### src/rtl/phy_ctrl_pkg.sv
// Shared definitions for the PHY link controller.
//   link_state_e  : TRAIN / WAIT_LOCK / LINK_UP
//   DATA_W_DEF    : default requester/PHY word width
//   RC_W          : width of the retrain event counter
//   sat_inc_rc()  : saturating increment for the retrain counter
package phy_ctrl_pkg;

    typedef enum logic [1:0] {
        TRAIN     = 2'd0,
        WAIT_LOCK = 2'd1,
        LINK_UP   = 2'd2
    } link_state_e;

    localparam int DATA_W_DEF = 32;
    localparam int RC_W       = 8;

    function automatic logic [RC_W-1:0] sat_inc_rc(input logic [RC_W-1:0] v);
        return (&v) ? v : v + 1'b1;
    endfunction

endpackage

### src/rtl/phy_rr_arb2.sv
// Two-requester arbiter producing a one-hot grant.
// Policy is selected by PHY_LINK_CTRL_ROUND_ROBIN_EN:
//   defined   : round robin, the requester other than last_grant_i wins a tie
//   undefined : fixed priority, requester 0 wins whenever it is valid
// Ports:
//   valid_i[1:0]  requester valids
//   last_grant_i  index of the requester most recently accepted
//   en_i          arbitration allowed this cycle (no grant when low)
//   gnt_o[1:0]    one-hot grant, all zero when nothing is granted
module phy_rr_arb2 (
    input  logic [1:0] valid_i,
    input  logic       last_grant_i,
    input  logic       en_i,
    output logic [1:0] gnt_o
);

`ifdef PHY_LINK_CTRL_ROUND_ROBIN_EN
    always_comb begin
        gnt_o = 2'b00;
        if (en_i) begin
            if (valid_i == 2'b11) begin
                gnt_o = last_grant_i ? 2'b01 : 2'b10;
            end else begin
                gnt_o = valid_i;
            end
        end
    end
`else
    // Fixed priority has no use for the previous grant.
    logic unused_last_grant;
    assign unused_last_grant = last_grant_i;

    always_comb begin
        gnt_o = 2'b00;
        if (en_i) begin
            if (valid_i[0]) begin
                gnt_o = 2'b01;
            end else if (valid_i[1]) begin
                gnt_o = 2'b10;
            end
        end
    end
`endif

endmodule

### src/rtl/phy_link_ctrl.sv
// Link controller and two-requester arbiter in front of the PHY transmit path.
// Holds the PHY in training (phy_valid=0, serializer sends idle COM) until the
// receiver reports lock, then shares the PHY input between two requesters.
// Loss of lock or a retrain pulse drops the link back to TRAIN; every TRAIN
// entry except the one out of reset bumps a saturating retrain counter.
// Optional feature macro: PHY_LINK_CTRL_ROUND_ROBIN_EN (round-robin arbitration;
// fixed priority to requester 0 when undefined).
// Handshake: a word moves when reqN_valid && reqN_ready in the same cycle;
// ready is combinational from valid, state, rx_active and retrain, and a
// requester must hold valid and data stable until accepted.
// Ports:
//   clk_f, reset               clock, synchronous active-high reset
//   req0_*/req1_*              requester data/valid in, ready out
//   rx_active                  receiver lock indication
//   retrain                    single-cycle request to force training
//   phy_data, phy_valid        registered word to the PHY
//   link_up                    registered, high only in LINK_UP
//   grant                      index of the requester most recently accepted
//   retrain_count              saturating count of TRAIN re-entries
module phy_link_ctrl
    import phy_ctrl_pkg::*;
#(
    parameter int DATA_W       = DATA_W_DEF,
    parameter int TRAIN_CYCLES = 16,
    parameter int LOCK_TIMEOUT = 64
) (
    input  logic              clk_f,
    input  logic              reset,
    input  logic [DATA_W-1:0] req0_data,
    input  logic              req0_valid,
    output logic              req0_ready,
    input  logic [DATA_W-1:0] req1_data,
    input  logic              req1_valid,
    output logic              req1_ready,
    input  logic              rx_active,
    input  logic              retrain,
    output logic [DATA_W-1:0] phy_data,
    output logic              phy_valid,
    output logic              link_up,
    output logic              grant,
    output logic [RC_W-1:0]   retrain_count
);

    localparam int CNT_MAX = (TRAIN_CYCLES > LOCK_TIMEOUT) ? TRAIN_CYCLES : LOCK_TIMEOUT;
    localparam int CNT_W   = $clog2(CNT_MAX + 1);

    link_state_e       state_q, state_d;
    logic [CNT_W-1:0]  cnt_q, cnt_d;
    logic [DATA_W-1:0] phy_data_q, phy_data_d;
    logic              phy_valid_q, phy_valid_d;
    logic              link_up_q;
    logic              grant_q, grant_d;
    logic [RC_W-1:0]   rc_q, rc_d;

    logic              arb_en;
    logic [1:0]        gnt;
    logic              xfer;
    logic              enter_train;

    // Losing lock or a retrain pulse in the same cycle blocks the transfer.
    assign arb_en = (state_q == LINK_UP) && rx_active && !retrain;

    phy_rr_arb2 u_arb (
        .valid_i      ({req1_valid, req0_valid}),
        .last_grant_i (grant_q),
        .en_i         (arb_en),
        .gnt_o        (gnt)
    );

    assign xfer = |gnt;

    always_comb begin
        state_d     = state_q;
        cnt_d       = cnt_q;
        enter_train = 1'b0;
        if (retrain) begin
            state_d     = TRAIN;
            cnt_d       = '0;
            enter_train = 1'b1;
        end else begin
            case (state_q)
                TRAIN: begin
                    if (cnt_q == CNT_W'(TRAIN_CYCLES - 1)) begin
                        state_d = WAIT_LOCK;
                        cnt_d   = '0;
                    end else begin
                        cnt_d = cnt_q + 1'b1;
                    end
                end
                WAIT_LOCK: begin
                    if (rx_active) begin
                        state_d = LINK_UP;
                        cnt_d   = '0;
                    end else if (cnt_q == CNT_W'(LOCK_TIMEOUT - 1)) begin
                        state_d     = TRAIN;
                        cnt_d       = '0;
                        enter_train = 1'b1;
                    end else begin
                        cnt_d = cnt_q + 1'b1;
                    end
                end
                LINK_UP: begin
                    if (!rx_active) begin
                        state_d     = TRAIN;
                        cnt_d       = '0;
                        enter_train = 1'b1;
                    end
                end
                default: begin
                    state_d = TRAIN;
                    cnt_d   = '0;
                end
            endcase
        end
    end

    always_comb begin
        phy_valid_d = xfer;
        phy_data_d  = phy_data_q;
        grant_d     = grant_q;
        if (xfer) begin
            phy_data_d = gnt[1] ? req1_data : req0_data;
            grant_d    = gnt[1];
        end
        rc_d = enter_train ? sat_inc_rc(rc_q) : rc_q;
    end

    always_ff @(posedge clk_f) begin
        if (reset) begin
            state_q     <= TRAIN;
            cnt_q       <= '0;
            phy_data_q  <= '0;
            phy_valid_q <= 1'b0;
            link_up_q   <= 1'b0;
            grant_q     <= 1'b0;
            rc_q        <= '0;
        end else begin
            state_q     <= state_d;
            cnt_q       <= cnt_d;
            phy_data_q  <= phy_data_d;
            phy_valid_q <= phy_valid_d;
            link_up_q   <= (state_d == LINK_UP);
            grant_q     <= grant_d;
            rc_q        <= rc_d;
        end
    end

    assign req0_ready    = gnt[0];
    assign req1_ready    = gnt[1];
    assign phy_data      = phy_data_q;
    assign phy_valid     = phy_valid_q;
    assign link_up       = link_up_q;
    assign grant         = grant_q;
    assign retrain_count = rc_q;

endmodule

### config.mk
export PLATFORM = sky130hd
export DESIGN_NAME = phy_link_ctrl
export DESIGN_NICKNAME = d
export VERILOG_FILES = /design/src/rtl/phy_ctrl_pkg.sv /design/src/rtl/phy_rr_arb2.sv /design/src/rtl/phy_link_ctrl.sv
export SDC_FILE = /design/constraint.sdc
export NUM_CORES = 1
export LEC_CHECK = 0
export CAP_MARGIN = 25
export CORE_MARGIN = 3
export CORE_UTILIZATION = 46
export CTS_BUF_LIST = sky130_fd_sc_hd__clkbuf_2
export DETAILED_ROUTE_END_ITERATION = 7
export PLACE_DENSITY = 0.88
export SYNTH_ARGS = -nofsm -noshare
export SYNTH_HDL_FRONTEND = slang
export SYNTH_SLANG_ARGS = --single-unit
### constraint.sdc
create_clock -name clk_f -period 5.01 [get_ports clk_f]
set_input_delay 1.002 -clock clk_f [delete_from_list [all_inputs] [get_ports clk_f]]
set_output_delay 1.002 -clock clk_f [all_outputs]
set_load 0.02 [all_outputs]
==> qor.yml <==
run_status:
  status: "completed"
global_route:
  grt_pass1_wl_mm: 10.7
  grt_start_max_net_pins: 33
  grt_overflow: 0
  grt_pass1_vias: 2248
  grt_usage: 0.216
  antenna_found_initial: 0
route:
  vias_per_cell: 5.51
  final_antenna_net_count: 0
  drt_iter0_drc: 75
  dr.pass1.iters: 4
  wl_per_cell_um: 15.8
  drt_wl_total_mm: 6.50
  drc: 0
  vias: 2272
power:
  leakage_nw: 1.24
  max-vdd-ir-drop_v: 0.000113
  powerDensity_mw_per_mm2: 181
sta:
  rsz0062_at_grt: "no"
  final.setup.tns_ns: 0
  holdWs_ns: 0.482
  finalHoldViolations: 0
  drv_slew: 0
  setup_viol: 0
  finalClockSkew_ns: 0.0224
  finalCritPeriodShare: 0.766
  tightest_slew_ns: 0.761
  relSlewSlack: 0.493
  timing.fmax_ghz: 0.261
  finalCriticalPeriod_ns: 3.84
yosys:
  avgSynthCellArea_um2: 10.4
  synth.yosys.seq_area_share: 0.423
  syn_nets: 312
  synth_edf_count: 0
  synth_seq_cells: 52
  ys_types: 45
  synth_ff_type: "dfxtp_1"
  syn-cell-area_mm2: 0.00246
  syn_inst: 236
  synthArstFlopShare: 0
  ys_warn_count: 0
critical_path:
  arrival_ns: 2.84
  critPathLaunchType: "input pin"
  path_cells: "clkdlybuf4s50_1 > nand2_1 > nor4b_2 > clkdlybuf4s50_1"
  crit_slowest_cell: "clkdlybuf4s50_1"
  path_max_fanout: 7
  critPathKind: "input pin to primary output"
  end_kind: "primary output"
  cp.required_ns: 4.01
  slowest_delay_ns: 0.69
  cp_top_family: "buffers and inverters"
  path_buf_inv: 2
  crit_top_cell: "clkdlybuf4s50_1"
clock_network:
  cts_root_buffer: "clkbuf_2"
  cts_setup_buffers: 0
  cts.sinks: 52
  clock_path_buffers: 2
  cts.repair.resized: 0
  h-tree-depth: 2
  cts_buffers: 5
  clkTransAtPathRegs_ns: 0.23
  cts_hold_buf: 0
  cts_tree: "built"
  worstSkewPairLatency_ns: 0.44
floorplan:
  die_h_um: 79.1
  io_pins: 115
  coreArea_mm2: 0.00494
  dieArea_mm2: 0.00626
  die_w_um: 79.1
  rows: 25
  initial_core_util: 0.497
layout:
  areaGrowthSynthToFinish_pct: 47.9
  finish.instance_area_mm2: 0.00364
  fin_nets: 421
  diodes: 0
  final_cell_mix: "clkdlybuf4s50_1 (114), dfxtp_1 (52), mux2i_1 (32), o2bb2ai_1 (32), nor2_1 (13)"
  layout-drive-gt1-share: 0.0435
  layout_commonest_cell: "clkdlybuf4s50_1"
place:
  placed_cell_area_mm2: 0.00360
  gp_congestion: 0.831
  hpwl_mm: 4.89
  port_buffers: 114
flow_run:
  drv_cap: 0
hold_path:
  hp-class: "flip-flop to flip-flop"
-- layout make-up --
cell class,instances,area (µm²)
tap,67,83.8
inverter,5,18.8
fill,376,1310
clock inverter,2,7.51
timing repair buffer,117,1160
sequential,52,1040
clock buffer,5,25.0
multi-input combinational,164,1300
-- layer usage --
layer | track usage | routed length, µm | vias to the layer above | share of wire
met2 | 0.372 | 3280 | 74 | 0.50
met3 | 0.0601 | 438 | 8 | 0.067
met5 | 0 | 0 | - | 0
li1 | - | - | 1104 | -
met4 | 0.0739 | 92 | 0 | 0.014
met1 | 0.258 | 2690 | 1086 | 0.41
-- worst paths after layout --
path	start	endpoint	slack, ns	cells after the start
max	rx_active	req1_ready	1.17	4
min	phy_data[14]	phy_data[14]	0.48	1
max reg2reg	state_q[0]	phy_data[19]	2.62	7
min reg2reg	phy_data[14]	phy_data[14]	0.48	1
-- Yosys cell counts, types with 2 or more instances --
library cell  number  area share
a21oi_1            9       0.018
and2_1             4       0.010
nor2_1            13       0.020
nor4_1             4       0.010
nor3_1             3      0.0061
clkbuf_1           7       0.011
nand2_1            8       0.012
buf_6              6       0.027
inv_1              5      0.0076
or4_1              3      0.0092
ha_1               6       0.031
dfxtp_1           52        0.42
and3_1             2      0.0051
o21ai_0            3      0.0061
xor2_1             3       0.011
nand4_1            2      0.0051
and2b_1            3      0.0092
o31ai_1            4       0.012
a21boi_0           2      0.0061
xnor2_1            2      0.0071
o211ai_1           2      0.0061
nand3_1            5       0.010
o2bb2ai_1         32        0.11
a2111oi_0          2      0.0071
mux2i_1           32        0.13
mux2_1             3       0.014
-- worst reg2reg max path, cell delays in order, from the launching register on --
cell and delay (ns):
dfxtp_1 0.40, inv_1 0.09, ha_1 0.25, nand2_1 0.23, nor4b_2 0.39, buf_4 0.52, mux2i_1 0.32, o2bb2ai_1 0.08
-- registers in the layout (all words and copies together), names as in the netlist --
signal and cells:
phy_valid 1, state_q 2, link_up 1, phy_data 32, retrain_count 8, cnt_q 7, grant 1
-- logic make-up (layout without fill, tap and decap cells) --
family | Yosys count | in the layout | synth area share
buffers and inverters | 20 | 129 | 0.0529
DFF | 52 | 52 | 0.423
AOI/OAI and AO/OA | 64 | 64 | 0.211
xor gates and xnor gates | 5 | 5 | 0.0178
and+or+nand+nor | 54 | 54 | 0.120
muxes | 35 | 35 | 0.144
adders and majority gates | 6 | 6 | 0.0305
-- report_power, final --
part           internal [mW]  total (mW)  switching, mW
clock                 0.0288       0.157          0.128
sequential             0.417       0.418        0.00179
combinational         0.0581      0.0848         0.0267
-- through the flow --
step	instances	worst slack [ns]	util	power [mW]
3_5_place_dp	405	1.16	0.729	0.511
6_report	412	1.17	0.736	0.660
3_3_place_gp	405	1.17	0.729	0.509
5_1_grt	412	1.12	0.736	0.683
2_1_floorplan	236	2.19	-	0.451
4_1_cts	412	1.15	0.736	0.663
Power figures use the tool's default switching activity.
